===== config.mk =====
export PLATFORM = sky130hd
export DESIGN_NAME = kiwi_snd_glue
export DESIGN_NICKNAME = d
export VERILOG_FILES = /design/src/rtl/kiwi_snd_pkg.sv /design/src/rtl/kiwi_edge_ff.sv /design/src/rtl/kiwi_snd_glue.sv
export SDC_FILE = /design/constraint.sdc
export NUM_CORES = 1
export LEC_CHECK = 0
export CORE_ASPECT_RATIO = 0.8
export CORE_MARGIN = 1
export CORE_UTILIZATION = 30
export DETAILED_ROUTE_END_ITERATION = 10
export PLACE_DENSITY = 0.49
export SYNTH_ARGS = -nofsm -noshare
export SYNTH_HDL_FRONTEND = slang
export SYNTH_SLANG_ARGS = --single-unit

===== constraint.sdc =====
create_clock -name clk -period 1.1 [get_ports clk]
set_input_delay 0.275 -clock clk [delete_from_list [all_inputs] [get_ports clk]]
set_output_delay 0.275 -clock clk [all_outputs]
set_load 0.02 [all_outputs]

===== src/rtl/kiwi_snd_pkg.sv =====
// Shared constants and the saturation helper for the Kiwi sound glue block.
package kiwi_snd_pkg;

  localparam logic [7:0] GAIN_UNITY = 8'h10;
  localparam logic [7:0] FM_GAIN    = 8'h10;
  localparam logic [7:0] PSG_GAIN   = 8'h10;

  localparam int NUM_CH = 4;
  localparam int SUM_W  = 22;

  localparam logic signed [SUM_W-1:0] SAT_MAX = 22'sd32767;
  localparam logic signed [SUM_W-1:0] SAT_MIN = -22'sd32768;

  typedef struct packed {
    logic        pk;
    logic [15:0] smp;
  } mix_t;

  function automatic mix_t sat16(input logic signed [SUM_W-1:0] s);
    mix_t r;
    r.pk  = 1'b0;
    r.smp = s[15:0];
    if (s > SAT_MAX) begin
      r.pk  = 1'b1;
      r.smp = 16'h7FFF;
    end else if (s < SAT_MIN) begin
      r.pk  = 1'b1;
      r.smp = 16'h8000;
    end
    return r;
  endfunction

endpackage


===== src/rtl/kiwi_edge_ff.sv =====
// Set/clear flip-flop: a set pulse wins over a simultaneous clear.
module kiwi_edge_ff (
  input  logic clk,
  input  logic rst_n,
  input  logic sigedge,
  input  logic clr,
  output logic q,
  output logic qn
);

  logic r_q;

  always_ff @(posedge clk or negedge rst_n) begin
    if (!rst_n)       r_q <= 1'b0;
    else if (sigedge) r_q <= 1'b1;
    else if (clr)     r_q <= 1'b0;
  end

  assign q  = r_q;
  assign qn = ~r_q;

endmodule


===== src/rtl/kiwi_snd_glue.sv =====
// Four-channel gain/mix/saturate audio path plus the vertical-blank interrupt.
module kiwi_snd_glue
  import kiwi_snd_pkg::*;
#(
  parameter int W0 = 16,
  parameter int W1 = 10,
  parameter int W2 = 16,
  parameter int W3 = 16
) (
  input  logic          clk,
  input  logic          rst_n,
  input  logic          cen,
  input  logic [W0-1:0] ch0,
  input  logic [W1-1:0] ch1,
  input  logic [W2-1:0] ch2,
  input  logic [W3-1:0] ch3,
  input  logic [7:0]    gain0,
  input  logic [7:0]    gain1,
  input  logic [7:0]    gain2,
  input  logic [7:0]    gain3,
  output logic [15:0]   mixed,
  output logic          peak,
  input  logic          lvbl,
  input  logic          irq_ack,
  output logic          int_n
);

  logic signed [15:0]      w_a [NUM_CH];
  logic        [7:0]       w_g [NUM_CH];
  logic signed [23:0]      w_p [NUM_CH];
  logic signed [19:0]      w_t [NUM_CH];
  logic signed [SUM_W-1:0] w_sum;
  mix_t                    w_mix;

  // Narrow channels are left-aligned so full scale is full scale for all.
  assign w_a[0] = 16'($signed(ch0)) << (16 - W0);
  assign w_a[1] = 16'($signed(ch1)) << (16 - W1);
  assign w_a[2] = 16'($signed(ch2)) << (16 - W2);
  assign w_a[3] = 16'($signed(ch3)) << (16 - W3);

  assign w_g[0] = gain0;
  assign w_g[1] = gain1;
  assign w_g[2] = gain2;
  assign w_g[3] = gain3;

  for (genvar i = 0; i < NUM_CH; i++) begin : g_ch
    assign w_p[i] = 24'(w_a[i]) * 24'($signed({1'b0, w_g[i]}));
    assign w_t[i] = 20'(w_p[i] >>> 4);
  end

  assign w_sum = SUM_W'(w_t[0]) + SUM_W'(w_t[1]) + SUM_W'(w_t[2]) + SUM_W'(w_t[3]);
  assign w_mix = sat16(w_sum);

  logic [15:0] r_mixed;
  logic        r_peak;

  always_ff @(posedge clk or negedge rst_n) begin
    if (!rst_n) begin
      r_mixed <= 16'h0000;
      r_peak  <= 1'b0;
    end else if (cen) begin
      r_mixed <= w_mix.smp;
      r_peak  <= w_mix.pk;
    end
  end

  assign mixed = r_mixed;
  assign peak  = r_peak;

  // r_seen1 blocks a false edge when lvbl is already low at reset release.
  logic r_lvbl;
  logic r_seen1;
  logic w_edge;
  logic w_q;

  always_ff @(posedge clk or negedge rst_n) begin
    if (!rst_n) begin
      r_lvbl  <= 1'b1;
      r_seen1 <= 1'b0;
    end else begin
      r_lvbl <= lvbl;
      if (lvbl) r_seen1 <= 1'b1;
    end
  end

  assign w_edge = r_seen1 & r_lvbl & ~lvbl;

  kiwi_edge_ff u_irq (
    .clk     (clk),
    .rst_n   (rst_n),
    .sigedge (w_edge),
    .clr     (irq_ack),
    .q       (w_q),
    .qn      (int_n)
  );

endmodule


==> summary.md, run 1 <==
| Metric | Value |
|---|---|
| Status | finished, violations left |
| Failing checks | negative setup slack |
| Hold_buf cts | 0 |
| Vert. Die Dim | 224.4 um |
| CTS tree | done |
| GRT Total Usage | ~15% |
| Via count | about 15000 |
| FF+latch area | around 500 um^2 |
| Post-DP HPWL | 42170 um |
| Initial antenna violation count | 0 |
| Critical path fanouts, max | 5 |
| Critical Path End Type | flip-flop |
| Clock skew | roughly 0.00007 ns |
| Syn nets | 2798 |
| Number of max-cap violations | 0 |
| CTS clk-pin slew, worst paths | roughly 0.060 ns |
| Core area | 0.06111 mm^2 |
| Final setup margin | -6.446 ns |
| H-tree depth | 1 |
| First-pass GRT wire length | around 80000 um |
| CP peak stage delay | ~0.61 ns |
| Vias per inst | ~4.3 |
| Worst Hold Class | in2async |
| RSZ-0062 raised after global routing | yes |
| Commonest non-fill, non-tap cell in the layout | inv_1 |
| Data required time of the worst path | about 1.2 ns |
| Worst-margin pin slew | 0.5165 ns |
| # rows | 81 |
| Synthesis-stage register bit count | 20 |
| Slew Viols, Final | 0 |
| Drt wl/cell | 13.60 um |
| CP Launch Type | input port |
| Setup Slack @ Placement | -7.336 ns |
| Nets | around 3300 |
| IO Pins | roughly 110 |
| Dominant cells by area after synthesis | fa_1 (44%), ha_1 (13%), inv_1 (11%), and2_1 (8.4%), nand2_1 (5.1%) |
| CP delay by family, top | adder cells |
| Die ar. | 0.06283 mm^2 |
| Crit path max-delay cell type | fa_1 |
| Synth cell types | 63 |
| Avg Cell Area, Syn | 8.782 um^2 |
| Die width | ~280 um |
| Seq/Total Area, Yosys | under 10% |
| DRT Wirelength | between 40000 and 50000 um |
| Post-Syn Instances | 2112 |
| Drt first pass iters | 5 |
| DR iter-0 viols | roughly 630 |
| Final setup violation count | 34 |
| Primary FF master, synth | dfrtp_1 |
| Worst R2R Setup Slack | -0.02 ns |
| Fillers | between 6000 and 7000 |
| CTS buffer count | 3 |
| Maximum number of pins on one net before global-route repair | 24 |
| Root buffer cell | clkbuf_16 |
| Post-synth design cell area | ~0.019 mm^2 |
| Worst path buffer plus inverter count | 11 |
| Fin. Hold Viols | 0 |
| CP Class | in2reg |
| Critical Path AT | approximately 7.7 ns |
| CP most frequent cell | fa_1 |
| DR DRC count | 0 |
| # diodes | 0 |
| Synth warn | 0 |
| Placer congestion estimate | between 0.8 and 0.9 |
| IO Port Bufs | between 100 and 150 |
| Share of cells above drive strength 1 | a little over a quarter |
| Sink Count | 20 |
| Tcrit/Tclk final | 686.0% |
| Vias in the first global route | about 16000 |
| Worst-Skew Late Latency | 0.26 ns |
| Number of flops mapped to enable cells by yosys | 0 |
| Async set-or-reset flop fraction in the synthesized netlist | 100.0% |
| Clock tree buffer depth | 2 |
| Area Overhead vs Synth | 36.90% |
| Congestion Overflow GR | 0 |
| Routed Antenna Nets | 0 |
| Commonest cells after routing, fill and taps aside | inv_1 (507), buf_4 (407), fa_1 (388) |
| Fmax | between 0.1 and 0.15 GHz |
| Initial Util | a little under a third |
| Top-area cell type share of the netlist area | a little over two fifths |
| Area occupied by multi-input gates | about 0.017 mm^2 |
| Yosys top cell by area | fa_1 |
| Relative slew slack | around two thirds |
| Min cycle time layout | between 7 and 8 ns |
==> cell usage after synthesis (all sizes together) (5+ instances only) <==
cell type	number
nand2	253
xor2	25
nand3	16
o22ai	12
a211o	6
xnor2	74
or3	9
and3	10
nor3	24
o311ai	8
o211ai	7
clkbuf	36
a21oi	48
inv	528
ha	187
o21bai	9
a211oi	9
o21ai	35
a31oi	7
nor2	44
o21a	8
fa	404
a2111oi	5
and2	250
nor2b	7
a21o	21
nand2b	5
dfrtp	19
==> cells by family after synthesis <==
| family | share of synthesized area (%) |
|---|---|
| AO/OA/AOI/OAI | 7.643 |
| buffers and inverters | 11.49 |
| flip-flops | 2.705 |
| adder cells (fa/ha/maj) | 56.22 |
| XOR/XNOR | 4.675 |
| AND/OR/NAND/NOR | 17.26 |
==> flip-flops by register name, indices dropped and copies added (netlist names) <==
| signal | count |
|---|---|
| r_seen1 | 1 |
| peak | 1 |
| u_irq.q | 1 |
| r_lvbl | 1 |
| mixed | 16 |
==> repair_timing <==
action                     in CTS  in global routing
gates resized for setup       286                148
cloned                          1                  2
pin swaps                     110                115
setup buffers                  31                 21
setup endpoints to repair      35                 35
==> path summary, 6_finish.rpt <==
path / startpoint / endpoint / cells after the start
setup reg to reg: mixed[8] / mixed[8] / 3
min in group clk: r_seen1 / r_seen1 / 1
hold reg to reg: r_seen1 / r_seen1 / 1
max in group asynchronous: rst_n / mixed[11] / 2
hold / removal: rst_n / r_seen1 / 1
setup / recovery: ch3[7] / mixed[3] / 33
==> layer usage <==
metal / part of all wire, % / wire length, um / up-vias / global-route usage, %
li1: - / - / 7400 / -
met1: 51 / 24030 / 7404 / 23.54
met3: 2.8 / 1301 / 18 / 1.184
met5: 0 / 0 / - / 0
met2: 45 / 21380 / 175 / 24.60
met4: 0.58 / 273 / 0 / 1.058
==> metrics by stage <==
step           TNS (ns)  util (%)  cell area (um^2)  hold WS, ns  std cells
2_1_floorplan   -102.73         -             18910     -0.02059       2112
3_3_place_gp    -125.58     39.06             23870       0.4493       3402
3_5_place_dp    -125.29     39.06             23870       0.4540       3402
4_1_cts         -110.65     40.16             24540       0.2549       3437
5_1_grt         -113.51     41.55             25390       0.2613       3455
6_report        -109.13     41.55             25390       0.2507       3455
==> final cells by class <==
class / instances / area share [%]
flip-flops and latches: 20 / 2.001
clock buffers: 3 / 0.2957
repair buffers: 547 / 18.04
multi-input cells: 1526 / 67.65
inverters: 528 / 7.805
well taps: 830 / 4.090
clock inverters: 1 / 0.1183
Power of run 1 is not shown: default switching activity piles up to over one toggle a cycle in this logic, so the estimate is an artifact.
==> run 2, diff against run 1 <==
--- a/config.mk
+++ b/config.mk
@@ -5,7 +5,6 @@
 export SDC_FILE = /design/constraint.sdc
 export NUM_CORES = 1
 export LEC_CHECK = 0
-export CORE_ASPECT_RATIO = 0.8
 export CORE_MARGIN = 1
 export CORE_UTILIZATION = 30
 export DETAILED_ROUTE_END_ITERATION = 10
==> run 2 against run 1 <==
  * The run still ends with negative setup slack left
  * Critical path depth did not move
  * Non-clock buffer count grew 27
  * Via count increased by 2.6%
  * Design area rose by 0.15%
  * Final cell count shrank 0.61%
  * Utilization is 0.35 points higher
  * Critical endpoint is now mixed[1]
==> summary.md, run 2 (synthesis results as in run 1) <==
| Metric | Value |
|---|---|
| Slew Viols, Final | 0 (unchanged) |
| CTS buffer count | 3 (unchanged) |
| Commonest cells after routing, fill and taps aside | inv_1 (510), buf_4 (431), fa_1 (386) |
| Maximum number of pins on one net before global-route repair | 24 (unchanged) |
| # rows | 90 (+11%) |
| CTS tree | done |
| Congestion Overflow GR | 0 (unchanged) |
| Core area | 0.06070 mm^2 (-0.68%) |
| Fillers | 6025 (-1.3%) |
| H-tree depth | 1 (unchanged) |
| Root buffer cell | clkbuf_16 |
| WL met3 | 555 um (-57%) |
| CTS clk-pin slew, worst paths | 0.06 ns (about the same) |
| Vias in the first global route | 16810 (+4.7%) |
| IO Pins | 113 (unchanged) |
| Initial antenna violation count | 3 (+3) |
| Met1 WL | 21340 um (-11%) |
| Fin. Hold Viols | 0 (unchanged) |
| Crit path max-delay cell type | fa_2 |
| R2R depth | 4 (+1) |
| Layout Utilization | 41.90% (+0.35 points) |
| RSZ-0062 raised after global routing | yes |
| GRT Total Usage | 15.67% (+0.26 points) |
| CP most frequent cell | fa_2 |
| Relative slew slack | 61.46% (-3.9 points) |
| Clock skew | 0.0001972 ns (+0.0001272 ns) |
| FF+latch area | 501.7 um^2 (-1.2%) |
| Vert. Die Dim | 250.7 um (+12%) |
| Worst-Skew Late Latency | 0.25 ns (about the same) |
| CP Class | in2reg |
| Status | finished, violations left |
| Data required time of the worst path | 1.22 ns (-0.02 ns) |
| Fmax | 0.1340 GHz (+1.1%) |
| Placer congestion estimate | 0.8206 (-3.1%) |
| Drt first pass iters | 7 (+2) |
| Commonest non-fill, non-tap cell in the layout | inv_1 |
| Critical Path End Type | flip-flop |
| DRT Wirelength | 47690 um (+1.5%) |
| Number of max-cap violations | 0 (unchanged) |
| Routed Antenna Nets | 0 (unchanged) |
| Hold_buf cts | 0 (unchanged) |
| Worst Hold Class | in2async |
| DR DRC count | 0 (unchanged) |
| Largest register FFs | 16 (unchanged) |
| Share of cells above drive strength 1 | 28.47% (+2.1 points) |
| DR WL met2 | 25350 um (+19%) |
| Nets | 3339 (+0.82%) |
| Die width | 250.7 um (-10%) |
| Area occupied by multi-input gates | 0.01728 mm^2 (+0.58%) |
| Failing checks | negative setup slack |
| Critical Path AT | 7.59 ns (-0.10 ns) |
| Min cycle time layout | 7.464 ns (-0.08178 ns) |
| Critical path fanouts, max | 7 (+2) |
| Tcrit/Tclk final | 678.5% (-7.4 points) |
| Die ar. | 0.06283 mm^2 (about the same) |
| CP peak stage delay | 0.57 ns (-0.04 ns) |
| Worst-margin pin slew | 0.5740 ns (+0.05748 ns) |
| Highest routed layer | met4 |
| Final setup margin | -6.364 ns (+0.08178 ns) |
| IO Port Bufs | 112 (unchanged) |
| # diodes | 0 (unchanged) |
| Initial Util | 30.56% (+0.21 points) |
| Drt wl/cell | 13.89 um (+2.1%) |
| Post-DP HPWL | 42700 um (+1.3%) |
| Vias per inst | 4.480 (+3.2%) |
| Sink Count | 20 (unchanged) |
| DR iter-0 viols | 468 (-26%) |
| Area Overhead vs Synth | 37.10% |
| CP Launch Type | input port |
| First-pass GRT wire length | 81410 um (+1.9%) |
| Final setup violation count | 18 (-47%) |
| Clock tree buffer depth | 2 (unchanged) |
| Via count | 15390 (+2.6%) |
==> run 2: cell types whose count changed in the layout (fill, tap and decap cells not counted), sizes merged <==
cell and change:
clkdlybuf4s50 -20, buf +30, dlygate4sd2 +3, bufinv -1
clkbuf +7, dlymetal6s2s +7, clkdlybuf4s15 +1
==> run 2: metrics by stage <==
step	cells	hold slack (ns)	instance area (um^2)	setup TNS (ns)	setup slack (ns)
finish	3434	0.3796	25430	-106.95	-6.364
global route	3434	0.4028	25430	-111.25	-6.620
CTS	3416	0.3869	24750	-107.66	-6.381
detailed placement	3388	0.4557	23950	-124.93	-7.275
global placement	3388	0.4506	23950	-122.84	-7.122
floorplan	2112	-0.02059	18910	-102.73	-6.090
==> run 2: critical path: cells and delay by family <==
family          cells  cell delay, ns
buf+inv             9            1.10
xor+xnor            1            0.30
compound gates      7            0.94
simple gates        8            1.54
fa+ha+maj           8            3.45
==> run 2: path summary, 6_finish.rpt <==
check | slack, ns | endpoint | from
max | -6.36 | mixed[1] | gain3[5]
min | 0.38 | mixed[5] | rst_n
max reg2reg | 0.07 | mixed[11] | mixed[11]
min reg2reg | 0.47 | r_seen1 | r_seen1
max in group asynchronous | 0.51 | r_lvbl | rst_n
min in group clk | 0.47 | r_seen1 | r_seen1
==> run 2: area by class of cell <==
type,instances,share of cell area [%]
Inverter,528,7.794
Multi-Input combinational cell,1526,67.94
Timing Repair Buffer,574,18.13
Clock buffer,4,0.3100
Tap cell,782,3.848
Sequential cell,20,1.973
==> run 2: repair_timing <==
item | 4_1_cts | 5_1_grt
gates resized for setup | 362 | 178
cloned | 2 | 1
setup endpoints to repair | 35 | 28
buffers inserted | 24 | 22
pin swaps | 122 | 134
==> run 2: metal layers <==
layer  vias to the layer above  GRT usage, %
met3                        28        0.3949
met1                      7772         20.31
li1                       7451             -
met5                         -             0
met2                       134         29.83
met4                         0         1.350
Power of run 2 is left out for the same reason.
==> run 3, diff against run 2 <==
--- a/config.mk
+++ b/config.mk
@@ -5,6 +5,7 @@
 export SDC_FILE = /design/constraint.sdc
 export NUM_CORES = 1
 export LEC_CHECK = 0
+export CORE_ASPECT_RATIO = 1.75
 export CORE_MARGIN = 1
 export CORE_UTILIZATION = 30
 export DETAILED_ROUTE_END_ITERATION = 10
==> run 3 against run 2 <==
  * The flow still finishes with violations (negative setup slack)
  * Global-route usage increased by 0.79 points
  * Wire length grew 4.1%
  * Fmax barely moved
  * Sequential share of layout area about the same
  * Critical path depth did not move
  * Hold slack worse by 0.026 ns
  * Flip-flop and latch count stayed put
  * Largest cell class unchanged
==> summary.md, run 3 (synthesis results as in run 1) <==
| Metric | Value |
|---|---|
| Status | finished, violations left |
| Failing checks | negative setup slack |
| CP peak stage delay | 0.54 ns (-0.03 ns) |
| Critical path fanouts, max | 9 (+2) |
| Core area | 0.06111 mm^2 (+0.68%) |
| Largest register FFs | 16 (unchanged) |
| Min cycle time layout | 7.471 ns (+0.007120 ns) |
| Worst R2R Setup Slack | 0.02 ns (-0.05 ns) |
| Maximum number of pins on one net before global-route repair | 24 (unchanged) |
| FF+latch area | 510.5 um^2 (+1.7%) |
| CTS clk-pin slew, worst paths | 0.06 ns (about the same) |
| Final Non-Filler Cells | 3418 (-0.47%) |
| DR iter-0 viols | 365 (-22%) |
| IO Pins | 113 (unchanged) |
| IO Port Bufs | 112 (unchanged) |
| Drt wl/cell | 14.52 um (+4.6%) |
| Fmax | 0.1339 GHz (about the same) |
| Number of max-cap violations | 0 (unchanged) |
| CP Launch Type | input port |
| Relative slew slack | 65.39% (+3.9 points) |
| Clock skew | 0.00007835 ns (-0.0001188 ns) |
| Post-DP HPWL | 44500 um (+4.2%) |
| Slew Viols, Final | 0 (unchanged) |
| Congestion Overflow GR | 0 (unchanged) |
| GRT Total Usage | 16.46% (+0.79 points) |
| Vias per inst | 4.521 (+0.91%) |
| Commonest non-fill, non-tap cell in the layout | inv_1 |
| Critical Path AT | 7.61 ns (+0.02 ns) |
| Hold_buf cts | 0 (unchanged) |
| Data required time of the worst path | 1.24 ns (+0.02 ns) |
| Die width | 190.0 um (-24%) |
| Fin. Hold Viols | 0 (unchanged) |
| CTS tree | done |
| Crit path max-delay cell type | fa_1 |
| Die ar. | 0.06286 mm^2 (about the same) |
| First-pass GRT wire length | 82780 um (+1.7%) |
| Share of cells above drive strength 1 | 26.18% (-2.3 points) |
| Area Overhead vs Synth | 36.05% |
| # rows | 120 (+33%) |
| RSZ-0062 raised after global routing | yes |
| Tcrit/Tclk final | 679.2% (about the same) |
| Vert. Die Dim | 330.9 um (+32%) |
| Clock tree buffer depth | 2 (unchanged) |
| H-tree depth | 1 (unchanged) |
| Routed Antenna Nets | 0 (unchanged) |
| Sink Count | 20 (unchanged) |
| Worst hold slack | 0.3531 ns (-0.02643 ns) |
| Worst-Skew Late Latency | 0.26 ns (about the same) |
| DRT Wirelength | 49650 um (+4.1%) |
| Placed insts | 3377 (-0.32%) |
| CP Class | in2reg |
| Critical path startpoint | gain0[3] |
| Commonest cells after routing, fill and taps aside | inv_1 (518), buf_4 (416), fa_1 (387) |
| Initial antenna violation count | 1 (-2) |
| Nets | 3311 (-0.84%) |
| Initial Util | 30.35% (-0.21 points) |
| R2R depth | 3 (-1) |
| Vias in the first global route | 17430 (+3.7%) |
| CTS buffer count | 3 (unchanged) |
| Drt first pass iters | 5 (-2) |
| Worst R2R Start | mixed[3] |
| Critical Path End Type | flip-flop |
| Fillers | 6163 (+2.3%) |
| Root buffer cell | clkbuf_16 |
| Crit path to | mixed[12] |
| DR DRC count | 0 (unchanged) |
| Area occupied by multi-input gates | 0.01708 mm^2 (-1.2%) |
| Worst-margin pin slew | 0.5154 ns (-0.05862 ns) |
| Via count | 15450 (+0.44%) |
| Placer congestion estimate | 0.8414 (+2.5%) |
| Final setup margin | -6.371 ns (-0.007120 ns) |
| Final setup violation count | 32 (+14) |
| RR Endpoint | mixed[3] |
| Worst Hold Class | in2async |
==> run 3: metrics by stage <==
stage	setup WS, ns	utilization [%]	instance area [um^2]	TNS [ns]
floorplan	-6.090	-	18910	-102.73
finish	-6.371	41.29	25230	-108.17
global route	-6.709	41.29	25230	-113.98
global placement	-7.176	39.16	23930	-123.92
CTS	-6.388	40.28	24610	-108.93
detailed placement	-7.265	39.16	23930	-124.63
==> run 3: worst min-delay path by stage <==
stage                     to  slack, ns     from  depth (start not counted)
floorplan           mixed[0]      -0.02    rst_n                          0
global placement     r_seen1       0.45  r_seen1                          1
detailed placement   r_seen1       0.46  r_seen1                          1
CTS                  r_seen1       0.35    rst_n                          2
global route         r_seen1       0.37    rst_n                          2
finish               r_seen1       0.35    rst_n                          2
==> run 3: final cells by class <==
type / count / share of cell area [%]
multi-input combinational: 1526 / 67.67
clock inverter: 1 / 0.1190
tap: 793 / 3.932
inverter: 528 / 7.854
sequential: 20 / 2.023
antenna: 1 / 0.009917
timing repair buffer: 546 / 18.09
clock buffer: 3 / 0.2975
==> run 3: routing by layer <==
layer	vias to the layer above	part of all wire [%]	global-route usage, %	routed length, um
met5	-	0.022	0	11
met4	2	4.1	6.294	2042
met3	86	1.8	0.9324	877
met2	190	58	33.60	28770
met1	7779	36	17.13	17940
li1	7396	-	-	-
==> run 3: timing repair <==
action	4_1_cts	5_1_grt
resized for setup	283	141
buffers inserted	19	20
gates cloned	2	2
setup endpoints to repair	35	35
pin swaps	88	72
==> run 3: worst max-delay path, delay by kind of cell <==
family | cells | cell delay, ns
AO/OA/AOI/OAI | 10 | 1.83
XOR/XNOR | 2 | 0.22
adder cells (fa/ha/maj) | 7 | 3.15
buffers and inverters | 11 | 1.72
AND/OR/NAND/NOR | 3 | 0.39
Power of run 3 is left out for the same reason.
